`src/rtl/sync_pulse_monitor.sv`:
```
// Measures the distance between successive sync pulses, declares lock once the
// period settles, and flags loss of the pulse train after TIMEOUT quiet cycles.
module sync_pulse_monitor #(
  parameter int CNT_W      = 24,
  parameter int TIMEOUT    = 1000000,
  parameter int LOCK_COUNT = 4,
  parameter int TOL        = 2
) (
  input  logic             clk,
  input  logic             rst,
  input  logic             pulse_in,
  input  logic             clear_stats,
  output logic [CNT_W-1:0] period_out,
  output logic             period_valid,
  output logic             locked,
  output logic             timeout,
  output logic [15:0]      pulse_count
);

  typedef enum logic [1:0] {
    IDLE,
    MEASURE,
    LOCKED
  } state_t;

  localparam logic [CNT_W-1:0] TIMEOUT_C = CNT_W'(TIMEOUT);
  localparam logic [CNT_W-1:0] TOL_C     = CNT_W'(TOL);
  localparam logic [3:0]       LOCK_C    = 4'(LOCK_COUNT);

  state_t           state_q, state_d;
  logic [CNT_W-1:0] cnt_q, cnt_d;
  logic [CNT_W-1:0] prev_period_q, prev_period_d;
  logic [3:0]       match_cnt_q, match_cnt_d;
  logic             seeded_q, seeded_d;
  logic [CNT_W-1:0] period_out_q, period_out_d;
  logic             period_valid_q, period_valid_d;
  logic             locked_q, locked_d;
  logic             timeout_q, timeout_d;
  logic [15:0]      pulse_count_q, pulse_count_d;

  logic [CNT_W-1:0] diff;
  logic [3:0]       match_next;

  always_ff @(posedge clk) begin
    if (rst) begin
      state_q        <= IDLE;
      cnt_q          <= '0;
      prev_period_q  <= '0;
      match_cnt_q    <= '0;
      seeded_q       <= 1'b0;
      period_out_q   <= '0;
      period_valid_q <= 1'b0;
      locked_q       <= 1'b0;
      timeout_q      <= 1'b0;
      pulse_count_q  <= '0;
    end else begin
      state_q        <= state_d;
      cnt_q          <= cnt_d;
      prev_period_q  <= prev_period_d;
      match_cnt_q    <= match_cnt_d;
      seeded_q       <= seeded_d;
      period_out_q   <= period_out_d;
      period_valid_q <= period_valid_d;
      locked_q       <= locked_d;
      timeout_q      <= timeout_d;
      pulse_count_q  <= pulse_count_d;
    end
  end

  // seeded_q marks that prev_period holds a real period since the last IDLE exit
  always_comb begin
    state_d        = state_q;
    cnt_d          = cnt_q;
    prev_period_d  = prev_period_q;
    match_cnt_d    = match_cnt_q;
    seeded_d       = seeded_q;
    period_out_d   = period_out_q;
    period_valid_d = 1'b0;
    locked_d       = locked_q;
    timeout_d      = timeout_q;
    pulse_count_d  = pulse_count_q;
    match_next     = '0;

    diff = (cnt_q >= prev_period_q) ? (cnt_q - prev_period_q) : (prev_period_q - cnt_q);

    if (clear_stats) begin
      pulse_count_d = {15'd0, pulse_in};
    end else if (pulse_in) begin
      pulse_count_d = pulse_count_q + 16'd1;
    end

    case (state_q)
      IDLE: begin
        cnt_d = '0;
        if (pulse_in) begin
          state_d     = MEASURE;
          cnt_d       = {{(CNT_W-1){1'b0}}, 1'b1};
          match_cnt_d = '0;
          seeded_d    = 1'b0;
          timeout_d   = 1'b0;
        end
      end
      default: begin
        if (pulse_in) begin
          cnt_d          = {{(CNT_W-1){1'b0}}, 1'b1};
          period_out_d   = cnt_q;
          period_valid_d = 1'b1;
          prev_period_d  = cnt_q;
          seeded_d       = 1'b1;
          timeout_d      = 1'b0;
          if (seeded_q && (diff <= TOL_C)) begin
            match_next = (match_cnt_q >= LOCK_C) ? LOCK_C : (match_cnt_q + 4'd1);
          end
          match_cnt_d = match_next;
          if (match_next == LOCK_C) begin
            state_d  = LOCKED;
            locked_d = 1'b1;
          end else begin
            state_d  = MEASURE;
            locked_d = 1'b0;
          end
        end else if (cnt_q == TIMEOUT_C) begin
          state_d     = IDLE;
          cnt_d       = '0;
          timeout_d   = 1'b1;
          locked_d    = 1'b0;
          match_cnt_d = '0;
        end else if (cnt_q != {CNT_W{1'b1}}) begin
          cnt_d = cnt_q + 1'b1;
        end
      end
    endcase
  end

  assign period_out   = period_out_q;
  assign period_valid = period_valid_q;
  assign locked       = locked_q;
  assign timeout      = timeout_q;
  assign pulse_count  = pulse_count_q;

endmodule

```
`config.mk`:
```
export PLATFORM = sky130hd
export DESIGN_NAME = sync_pulse_monitor
export DESIGN_NICKNAME = d
export VERILOG_FILES = /design/src/rtl/sync_pulse_monitor.sv
export SDC_FILE = /design/constraint.sdc
export NUM_CORES = 1
export LEC_CHECK = 0
export BUFFER_PORTS_ARGS = -buffer_cell sky130_fd_sc_hd__buf_2
export CAP_MARGIN = 20
export CORE_MARGIN = 2
export CORE_UTILIZATION = 25
export CTS_CLUSTER_DIAMETER = 200
export DETAILED_ROUTE_END_ITERATION = 10
export GPL_TIMING_DRIVEN = 0
export HOLD_SLACK_MARGIN = 0.03
export MAX_ROUTING_LAYER = met4
export PLACE_DENSITY = 0.47
export SLEW_MARGIN = 30
export SYNTH_ARGS = -nofsm -noshare
export SYNTH_HDL_FRONTEND = slang
export SYNTH_SLANG_ARGS = --single-unit
```
`constraint.sdc`:
```
create_clock -name clk -period 8.8 [get_ports clk]
set_clock_uncertainty 0.05 [all_clocks]
set_input_delay 0.88 -clock clk [delete_from_list [all_inputs] [get_ports clk]]
set_output_delay 0.88 -clock clk [all_outputs]
set_load 0.05 [all_outputs]
```
==> flow_summary.toml <==
[status]
status = "complete, no violations"

[routing]
drtIter0Drc = 252
ant_nets = 0
wire_per_inst_um = 16.2
via_per_inst = 4.88
dr_total_vias = 5439
drcViolationCount = 0
first_pass_iters = 5
finalWirelength_um = 18100

[global_routing]
overflow = 0
grt_max_degree = 16
antenna_found_initial = 0
grt_pass1_wl_um = 28500
grtUsageMet1_pct = 20.7
grt_pass1_vias = 5160
top_usage_layer = "met2"
grt.total_usage_pct = 15.7
global_route.usage.met3_pct = 2.25
use_met2_pct = 24.6

[logic_synthesis]
synth_area_per_cell_sq_um = 7.48
ys_types = 69
async_reset_ff_share_pct = 0
synth_edf_count = 0
ys_ff_latch = 74
ys_warn_count = 0
synthFlopType = "dfxtp_1"
syn_nets = 825
synth-seq-area-share_pct = 25.8
netlist_area_sq_um = 5740
syn_inst = 768

[floorplan]
io_pins = 47
fp.dieH_um = 156
fp.coreArea_sq_um = 22600
initial_core_util_pct = 25.4
placementRows = 55
die-area_sq_um = 24200
dieWidth_um = 156

[power]
p_sw_share_pct = 27.5
p_int_uw = 588
pwr-share-seq_pct = 41.8
pwr-share-clk_pct = 49.4
ir_drop_mv = 0.0919
power_leakage_uw = 0.00264
netSwitchingPower_uw = 223
powerDensity_nw_per_um2 = 122
p_comb_share_pct = 8.8

[sta]
fin_crit_ns = 4.51
final-max-slew-violation-count = 0
hold_viol_final = 0
slew_headroom_pct = 34.5
fmax_mhz = 222
grt_setup_unrepaired = "false"
setup_viol = 0
period_share_pct = 51.3
finalSetupTns_ns = 0
worst_slew_pin_slew_ns = 0.974

[critical_path]
reg2reg_from = "cnt_q[0]$_SDFFE_PP0P_"
timing.rr.end = "state_q[0]$_SDFFE_PP0P_"
crit_path_end = "state_q[0]$_SDFFE_PP0P_"
cp_max_fo = 10
critPathKind = "flip-flop to flip-flop"
cp-startpoint = "cnt_q[0]$_SDFFE_PP0P_"
r2r_slack_ns = 4.29
worstPathCellList = "inv_1, ha_1, fa_1, nand2b_1, a21oi_1, o21a_1, o21ai_2, a21o_1, buf_4, a221oi_1, nor2_1, nor4_1, nand4_1, or4b_1, nor3b_1"
cp-end-kind = "flip-flop"
worst_ep_required_time_ns = 8.97
critPathLaunchType = "flip-flop"
slowest_delay_ns = 0.65
critPathSlowestCell = "or4b_1"
cp.arrival_ns = 4.68
reg2reg_depth = 15

[layout]
drive_gt1_share_pct = 13.4
area_growth_syn_to_layout_pct = 15.6
final_cell_mix = "nand2_1, a21oi_1, dfxtp_1"
layout_commonest_cell = "nand2_1"
fin_util_pct = 29.4
finalNetCount = 881
fillers = 2505
diodes = 0

[clock_network]
clock_latency_ns = 0.36
hold_buffers = 0
clock_tree.buffer_depth = 2
cts_resized = 0
ctsRootBufferMaster = "clkbuf_16"
clkTransAtPathRegs_ns = 0.07
post_cts_buffers = 0
clock_sinks = 74
cts_buffers = 9
h-tree-depth = 3
cts_tree = "done"

[placed_design]
port_buffers = 45
place.detailed.hpwl_um = 14400
place.gp.congestion = 0.924

[worst_hold_path]
hold_class = "flip-flop to flip-flop"

[run]
maxCapViolCount = 0
layer usage:
metal,part of all wire (%),vias up
li1,-,2788
met1,49,2536
met2,46,91
met3,2.8,24
met4,2.3,0
met5,0,-
worst min path at each step:
stage | start | to | slack, ns | cells past startpoint
floorplan | match_cnt_q[1]$_SDFFE_PP0P_ | match_cnt_q[1]$_SDFFE_PP0P_ | 0.38 | 2
global placement | match_cnt_q[1]$_SDFFE_PP0P_ | match_cnt_q[1]$_SDFFE_PP0P_ | 0.39 | 2
detailed placement | match_cnt_q[1]$_SDFFE_PP0P_ | match_cnt_q[1]$_SDFFE_PP0P_ | 0.40 | 2
CTS | match_cnt_q[1]$_SDFFE_PP0P_ | match_cnt_q[1]$_SDFFE_PP0P_ | 0.41 | 2
global route | match_cnt_q[1]$_SDFFE_PP0P_ | match_cnt_q[1]$_SDFFE_PP0P_ | 0.43 | 2
finish | match_cnt_q[1]$_SDFFE_PP0P_ | match_cnt_q[1]$_SDFFE_PP0P_ | 0.41 | 2
state kept, by name (all words and copies together), names as in the netlist:
register,count
period_out,24
cnt_q,24
period_valid,1
seeded_q,1
state_q,2
timeout,1
locked,1
match_cnt_q,4
pulse_count,16
kinds of logic (layout without fill, tap and decap cells):
logic type / after synthesis / count (layout) / share of synthesized area (%)
muxes: 6 / 6 / 1.05
AOI/OAI and AO/OA: 207 / 207 / 23.1
xor gates and xnor gates: 48 / 48 / 7.32
DFF: 74 / 74 / 25.8
buffers and inverters: 93 / 154 / 7.17
adders and majority gates: 53 / 53 / 11.8
and+or+nand+nor: 287 / 287 / 23.7
worst max-delay path: cells and delay by family, from the launching register on:
family                   cells  cell delay, ns
AO/OA/AOI/OAI                5            1.05
adder cells (fa/ha/maj)      2            0.63
buffers and inverters        2            0.34
flip-flops                   1            0.45
AND/OR/NAND/NOR              6            1.84
cells in the mapped netlist (all sizes together), types with 2 or more instances:
cell type    n  area (sq um)
a21boi       4          37.5
nor2b        9          56.3
clkbuf      16          60.1
o31ai        4          30.0
nand4       16           100
o21ai       44           228
a21oi       98           528
o211ai       8          65.1
inv         56           210
nand2      101           384
nand3b       2          15.0
nand2b       8          50.1
nor2        74           280
a2bb2oi      2          17.5
nor4        11          68.8
or3          6          37.5
fa           2          40.0
a211oi       5          37.5
dfxtp       74          1480
a221oi       2          17.5
buf         21           141
o21a         7          52.6
a31oi        2          18.8
a21o        11          82.6
mux2i        6          60.1
ha          51           638
o21bai       2          15.0
xor2        18           158
and2         5          33.8
and3        12          80.1
and4         3          26.3
o221ai       3          26.3
nor3        12          60.1
a2111oi      4          60.1
nand3       19          95.1
or4b         2          23.8
or2          4          25.0
o31a         2          17.5
xnor2       30           263
cell type report:
class	instances	area [sq um]	area share [%]
repair buffers	45	225	3.39
plain buffers	37	201	3.03
clock inverters	7	85.1	1.28
clock buffers	9	225	3.39
inverters	56	210	3.17
flip-flops and latches	74	1480	22.3
multi-input cells	601	3860	58.1
well taps	285	357	5.37
power groups by stage:
stage	logic, uW	registers [uW]	clock network [uW]
2_1_floorplan	48.2	349	0
3_3_place_gp	71.4	346	0
3_5_place_dp	71.4	346	0
4_1_cts	71.8	339	409
5_1_grt	78.7	339	423
6_report	71.4	339	400
per-stage QoR:
| step | power, uW | hold WS [ns] | setup WS (ns) | cells | instance area [sq um] |
|---|---|---|---|---|---|
| 2_1_floorplan | 397 | 0.379 | 5.00 | 768 | 5740 |
| 3_3_place_gp | 418 | 0.390 | 4.40 | 1098 | 6330 |
| 3_5_place_dp | 418 | 0.399 | 4.39 | 1098 | 6330 |
| 4_1_cts | 820 | 0.412 | 4.37 | 1114 | 6640 |
| 5_1_grt | 840 | 0.428 | 4.03 | 1114 | 6640 |
| 6_report | 810 | 0.408 | 4.29 | 1114 | 6640 |
Note: power is estimated with default switching activity, not from simulation.
